[src/rtl/rv32i_pkg.sv]
// Shared RV32I constants: register-file geometry and writeback requester indices.
package rv32i_pkg;
  localparam int XLEN       = 32;
  localparam int REG_ADDR_W = 5;
  localparam logic [REG_ADDR_W-1:0] REG_ZERO = 5'd0;

  localparam int SRC_ALU    = 0;
  localparam int SRC_LSU    = 1;
  localparam int SRC_CSR    = 2;
  localparam int NUM_WB_SRC = 3;
endpackage

[src/rtl/rr_arbiter.sv]
// Combinational round-robin pick: first set request at or after i_ptr, wrapping.
// Produces a one-hot grant, the encoded winner index and an any-request flag.
module rr_arbiter #(
  parameter  int N  = 3,
  localparam int IW = (N > 1) ? $clog2(N) : 1
) (
  input  logic [N-1:0]  i_req,
  input  logic [IW-1:0] i_ptr,
  output logic [N-1:0]  o_gnt,
  output logic [IW-1:0] o_idx,
  output logic          o_any
);
  int w_j;

  always_comb begin
    o_gnt = '0;
    o_idx = '0;
    o_any = 1'b0;
    w_j   = 0;
    for (int k = 0; k < N; k++) begin
      w_j = (int'(i_ptr) + k) % N;
      if (!o_any && i_req[IW'(w_j)]) begin
        o_any             = 1'b1;
        o_idx             = IW'(w_j);
        o_gnt[IW'(w_j)]   = 1'b1;
      end
    end
  end
endmodule

[src/rtl/regfile_wr_arbiter.sv]
// Round-robin sharing of the regfile write port with a one-cycle registered output stage.
// Optional decode bypass of the in-flight write is compiled in with RF_WR_BYPASS_EN.
module regfile_wr_arbiter
  import rv32i_pkg::*;
#(
  parameter  int NumReq    = 3,
  parameter  int DataWidth = XLEN,
  parameter  int AddrWidth = REG_ADDR_W,
  localparam int SrcW      = $clog2(NumReq)
) (
  input  logic                        Clk,
  input  logic                        Reset,
  input  logic [NumReq-1:0]           Req_Valid,
  output logic [NumReq-1:0]           Req_Ready,
  input  logic [NumReq*AddrWidth-1:0] Req_Addr,
  input  logic [NumReq*DataWidth-1:0] Req_Data,
  input  logic                        Port_Hold,
  output logic                        Wr_En,
  output logic [AddrWidth-1:0]        Wr_Addr,
  output logic [DataWidth-1:0]        Wr_Data,
  output logic [SrcW-1:0]             Wr_Src,
  input  logic [AddrWidth-1:0]        Byp_Addr,
  output logic                        Byp_Hit,
  output logic [DataWidth-1:0]        Byp_Data
);
  logic [SrcW-1:0]      r_ptr;
  logic                 r_wr_en;
  logic [AddrWidth-1:0] r_wr_addr;
  logic [DataWidth-1:0] r_wr_data;
  logic [SrcW-1:0]      r_wr_src;

  logic [NumReq-1:0]    w_gnt;
  logic [SrcW-1:0]      w_idx;
  logic                 w_any;
  logic                 w_xfer;
  logic [AddrWidth-1:0] w_sel_addr;
  logic [DataWidth-1:0] w_sel_data;
  logic [SrcW-1:0]      w_ptr_nxt;

  rr_arbiter #(.N(NumReq)) u_rr (
    .i_req (Req_Valid),
    .i_ptr (r_ptr),
    .o_gnt (w_gnt),
    .o_idx (w_idx),
    .o_any (w_any)
  );

  // Hold and reset gate the grant itself so no transfer can be seen by a requester.
  assign Req_Ready  = (Reset || Port_Hold) ? '0 : w_gnt;
  assign w_xfer     = w_any && !Port_Hold && !Reset;
  assign w_sel_addr = Req_Addr[int'(w_idx)*AddrWidth +: AddrWidth];
  assign w_sel_data = Req_Data[int'(w_idx)*DataWidth +: DataWidth];
  assign w_ptr_nxt  = (int'(w_idx) == NumReq - 1) ? '0 : w_idx + 1'b1;

  always_ff @(posedge Clk or posedge Reset) begin
    if (Reset) begin
      r_ptr     <= '0;
      r_wr_en   <= 1'b0;
      r_wr_addr <= '0;
      r_wr_data <= '0;
      r_wr_src  <= '0;
    end else begin
      // x0 transfers still complete and update the data path, only the enable is suppressed.
      r_wr_en <= w_xfer && (w_sel_addr != AddrWidth'(REG_ZERO));
      if (w_xfer) begin
        r_ptr     <= w_ptr_nxt;
        r_wr_addr <= w_sel_addr;
        r_wr_data <= w_sel_data;
        r_wr_src  <= w_idx;
      end
    end
  end

  assign Wr_En   = r_wr_en;
  assign Wr_Addr = r_wr_addr;
  assign Wr_Data = r_wr_data;
  assign Wr_Src  = r_wr_src;

`ifdef RF_WR_BYPASS_EN
  assign Byp_Hit  = r_wr_en && (r_wr_addr == Byp_Addr) && (Byp_Addr != AddrWidth'(REG_ZERO));
  assign Byp_Data = Byp_Hit ? r_wr_data : '0;
`else
  logic w_unused_byp;
  assign w_unused_byp = ^Byp_Addr;
  assign Byp_Hit      = 1'b0;
  assign Byp_Data     = '0;
`endif
endmodule

[config.mk]
export PLATFORM = sky130hd
export DESIGN_NAME = regfile_wr_arbiter
export DESIGN_NICKNAME = d
export VERILOG_FILES = /design/src/rtl/rv32i_pkg.sv /design/src/rtl/rr_arbiter.sv /design/src/rtl/regfile_wr_arbiter.sv
export SDC_FILE = /design/constraint.sdc
export NUM_CORES = 1
export LEC_CHECK = 0
export ABC_CLOCK_PERIOD_IN_PS = 3600
export CAP_MARGIN = 5
export CORE_MARGIN = 3
export CORE_UTILIZATION = 39
export CTS_BUF_LIST = sky130_fd_sc_hd__clkbuf_16
export DETAILED_ROUTE_END_ITERATION = 8
export GPL_TIMING_DRIVEN = 0
export PLACE_DENSITY = 0.87
export SETUP_SLACK_MARGIN = 0.5
export SYNTH_ARGS = -nofsm -noshare
export SYNTH_HDL_FRONTEND = slang
export SYNTH_SLANG_ARGS = --single-unit
[constraint.sdc]
create_clock -name Clk -period 3.6 [get_ports Clk]
set_input_delay 0.72 -clock Clk [delete_from_list [all_inputs] [get_ports Clk]]
set_output_delay 0.72 -clock Clk [all_outputs]
set_load 0.1 [all_outputs]
==> results by stage <==
Run status:
- The flow ran to the end, and the final reports show no timing, DRC or antenna violations.

Timing:
- The final period utilization is 83.4%.
- Setup repair after global routing could not meet its margin everywhere.
- The number of slew-limit violations in the final report is 0.
- The clock period could shrink to 3000 ps.
- The clock arrives with 5.47 ps of skew.
- Static timing analysis puts the maximum clock frequency at 333 MHz.
- The final setup violation count is 0.
- The measured slew at the worst slew-check pin is 1010 ps.
- In this run the tightest slew margin relative to its limit is 32.6%.
- The final-report hold violation count was 0.

Setup path:
- STA puts the critical path data arrival time at 2280 ps.
- The signal on the critical path passes through clkdlybuf4s50_1, mux2i_1, mux2i_1, nand2_1, nor2_1, o311a_1, buf_6.
- The endpoint kind of the worst setup timing path is a primary output.
- For the worst setup path, the data required time is 2880 ps.
- Among cell families on the critical path, the largest total delay comes from buffers and inverters.
- The peak per-stage delay on the critical path is 510 ps.
- Together, buffers and inverters on the worst path number 2.
- Among all stages on the critical path, the largest delay is contributed by sky130_fd_sc_hd__clkdlybuf4s50_1.
- The startpoint-to-endpoint class of the critical path is in2out.
- The critical path's most frequent cell is sky130_fd_sc_hd__mux2i_1.
- The highest fanout seen on the critical path is 5.
- STA classifies the critical path startpoint as an input pin.

GRT:
- Global routing used 20.6% of the available tracks across all layers.
- The remaining global-route overflow is 0.
- The initial antenna violation count is 0.
- The first-pass GRT wire length is 14.1 mm.
- The number of global-route vias before repair came to 2873.
- Entering global routing, the biggest net connects 43 pins.

Yosys:
- Of all cell types, the one taking the most synthesized area is sky130_fd_sc_hd__dfrtp_1.
- The synthesized design contains 0 enable-type register cells.
- Ranked by instance count, the synthesized netlist is headed by sky130_fd_sc_hd__nand2_1 (45), sky130_fd_sc_hd__dfrtp_1 (42), sky130_fd_sc_hd__o21ai_0 (42).
- The most instantiated library cell after synthesis is sky130_fd_sc_hd__nand2_1.
- Of the synthesized area, sequential elements account for 35.2%.
- Averaged over all synthesized cells, the footprint is 9.73 um^2.
- The gate count after technology mapping is 307.
- The total of flip-flops plus latches after synthesis is 42.
- The count of distinct cell types in the synthesized netlist is 36.
- Ranked by total cell area, the synthesized netlist is headed by sky130_fd_sc_hd__dfrtp_1 (35%), sky130_fd_sc_hd__mux2_2 (14%), sky130_fd_sc_hd__mux2i_1 (13%), sky130_fd_sc_hd__buf_4 (8.8%), sky130_fd_sc_hd__o21ai_0 (7.0%).
- In the synthesized netlist the async set-or-reset flop fraction comes to 100%.
- Among all flip-flop cells after synthesis, the most frequent one is sky130_fd_sc_hd__dfrtp_1.
- The proportion of netlist area held by the largest area contributor is 35.2%.
- For this run, the number of Yosys warnings is 0.
- The area of the mapped netlist is 2990 um^2.

Clock tree:
- The clock passes through at most 2 buffers.
- The number of clock sinks is 42.
- For the worst-skew pair, the clock arrives at the later sink with an insertion delay of 280 ps.
- The TritonCTS clock tree is built.
- After clock tree synthesis, the flow added hold-fix buffers numbering 0.
- The total CTS buffers is 5.
- In this run the number of H-tree levels came out at 2.
- The post-CTS clock slew at the launch and capture registers of the worst setup and hold paths is 60 ps.
- The root buffer cell chosen for the clock tree is sky130_fd_sc_hd__clkbuf_16.

Job:
- The reported max-cap violation count is 0.

Layout:
- Once layout is complete, the cells apart from fillers number 604.
- The diode insertion count for antenna repair is 0.
- Relative to the synthesized area, the layout overhead comes to 66.4%.
- The total of fill cells in the finished design is 596.
- Cells fill 67.8% of the core in the end.
- In the final design database the tool counted 630 nets.
- The share of layout cells above drive strength 1 is 20.8%.

Floorplan:
- The floorplan has 31 rows.
- The die outline width is 93.5 um.
- In this run the vertical extent of the chip is 93.5 um.
- In this run the standard cell core region covers 7330 um^2.
- Once the floorplan was initialized, standard cells occupied 40.7% of the core.
- The die area is 8740 um^2.
- Pin placement for this block handled 198 I/O pins.

Pwr:
- Net switching is 58.0% of the power.
- Of the total power, registers draw 16.5%.
- Per report_power, the combinational group accounts for 74.9% of the total.
- The power per standard cell area is 999 nW/um^2.
- In this run the static leakage power is 0.00237 uW.
- IR analysis of the VDD net gives a maximum drop of 0.000618 V.
- The design draws 4960 uW.
- In this run, the clock network consumes 8.7% of the power.
- Cell internal power was estimated by the tool at 2090 uW.
- The analysis attributes to net switching a power of 2880 uW.

Drt:
- The number of vias in the routed layout is 2841.
- The total wire length after detailed routing is 9.07 mm.
- The starting DRC count in detailed routing is 128.
- The routed wire length per instance is 15.0 um.
- In this run the remaining antenna-violating nets after routing total 0.
- For this run, design rule violations remaining after detail routing come to 0.
- The detailed-router iteration count before antenna repair is 4.
- The via density per instance is 4.70.

Placement:
- The number of placed instances with taps included is 596.
- In this run the tool buffered the top-level ports with 158 buffer cells.
- The last weighted congestion value of the routability-driven placer is 0.893.
- Once detailed placement completed, the half-perimeter wirelength came to 7.36 mm.

Worst hold path:
- In this run the worst hold path is classified as reg2reg.
## state kept, by name, indices dropped and copies added (netlist names)
name,count
Wr_Addr,5
Wr_Data,32
Wr_Src,2
r_ptr,2
Wr_En,1
## worst paths after layout
check / from / endpoint / slack (ps) / depth (start not counted)
worst max register to register: r_ptr[0] / Wr_En / 810 / 10
worst min register to register: Wr_Src[1] / Wr_Src[1] / 480 / 2
min in group asynchronous: Reset / Wr_Data[5] / 990 / 2
worst max-delay path: Req_Valid[0] / Req_Ready[0] / 600 / 7
worst min-delay path: Wr_Src[1] / Wr_Src[1] / 480 / 2
max in group asynchronous: Reset / Wr_Data[24] / 2040 / 2
## final cells by class
cell class | instances | area, um^2 | area share (%)
well taps | 99 | 124 | 2.49
clock inverters | 3 | 16.3 | 0.327
repair buffers | 158 | 1590 | 31.9
multi-input cells | 239 | 1690 | 34.0
inverters | 4 | 15.0 | 0.302
clock buffers | 5 | 125 | 2.52
flip-flops and latches | 42 | 1050 | 21.1
plain buffers | 54 | 364 | 7.32
## cells in the final DEF (no fill, tap or decap), types with 5 or more instances in the layout
cell / netlist / routed
sky130_fd_sc_hd__o21ai_0: 42 / 42
sky130_fd_sc_hd__nand2_1: 45 / 45
sky130_fd_sc_hd__buf_4: 35 / 35
sky130_fd_sc_hd__conb_1: 1 / 33
sky130_fd_sc_hd__clkbuf_1: 5 / 5
sky130_fd_sc_hd__clkbuf_16: 0 / 5
sky130_fd_sc_hd__clkdlybuf4s50_1: 0 / 154
sky130_fd_sc_hd__mux2i_1: 40 / 40
sky130_fd_sc_hd__dfrtp_1: 42 / 42
sky130_fd_sc_hd__mux2_2: 38 / 38
sky130_fd_sc_hd__buf_2: 12 / 12
sky130_fd_sc_hd__nor2_1: 6 / 6
## worst min-delay path: stages, from the launching register on
cell and delay (ps):
sky130_fd_sc_hd__dfrtp_1 340, sky130_fd_sc_hd__nand2_1 50, sky130_fd_sc_hd__o21ai_0 60
## metrics by stage
step           cell area (um^2)  TNS, ps  hold WS [ps]  worst slack (ps)
4_1_cts                    4960        0           482               454
3_5_place_dp               4810     -780           470              -514
6_report                   4970        0           477               596
5_1_grt                    4970        0           508               494
3_3_place_gp               4810     -804           459              -530
2_1_floorplan              3110        0           499               673
## routing by layer
metal | vias up | share of wire (%) | track usage (%)
met5 | - | 0 | 0
met4 | 0 | 0.86 | 4.03
met3 | 8 | 7.9 | 5.47
met2 | 122 | 53 | 38.6
met1 | 1315 | 38 | 23.3
li1 | 1396 | - | -
## power groups by stage
stage	clock, uW	combinational, uW	sequential [uW]
after floorplan	0	1350	2320
after global placement	0	3670	808
after detailed placement	0	3710	820
after CTS	438	3730	817
after global routing	456	3900	845
final	431	3720	817
## kinds of logic after synthesis
logic type      share of synthesized area (%)
mux                                      28.7
simple gates                             10.1
buf+inv                                  12.7
compound gates                           11.6
flops                                    35.2
fa+ha+maj                                1.68
other cells                             0.126
## what timing repair did
action                     4_1_cts  5_1_grt
resized for setup               17        3
setup endpoints to repair        3        5
gates cloned                     0        0
buffers inserted                 0        0
(Power assumes the default switching activity.)
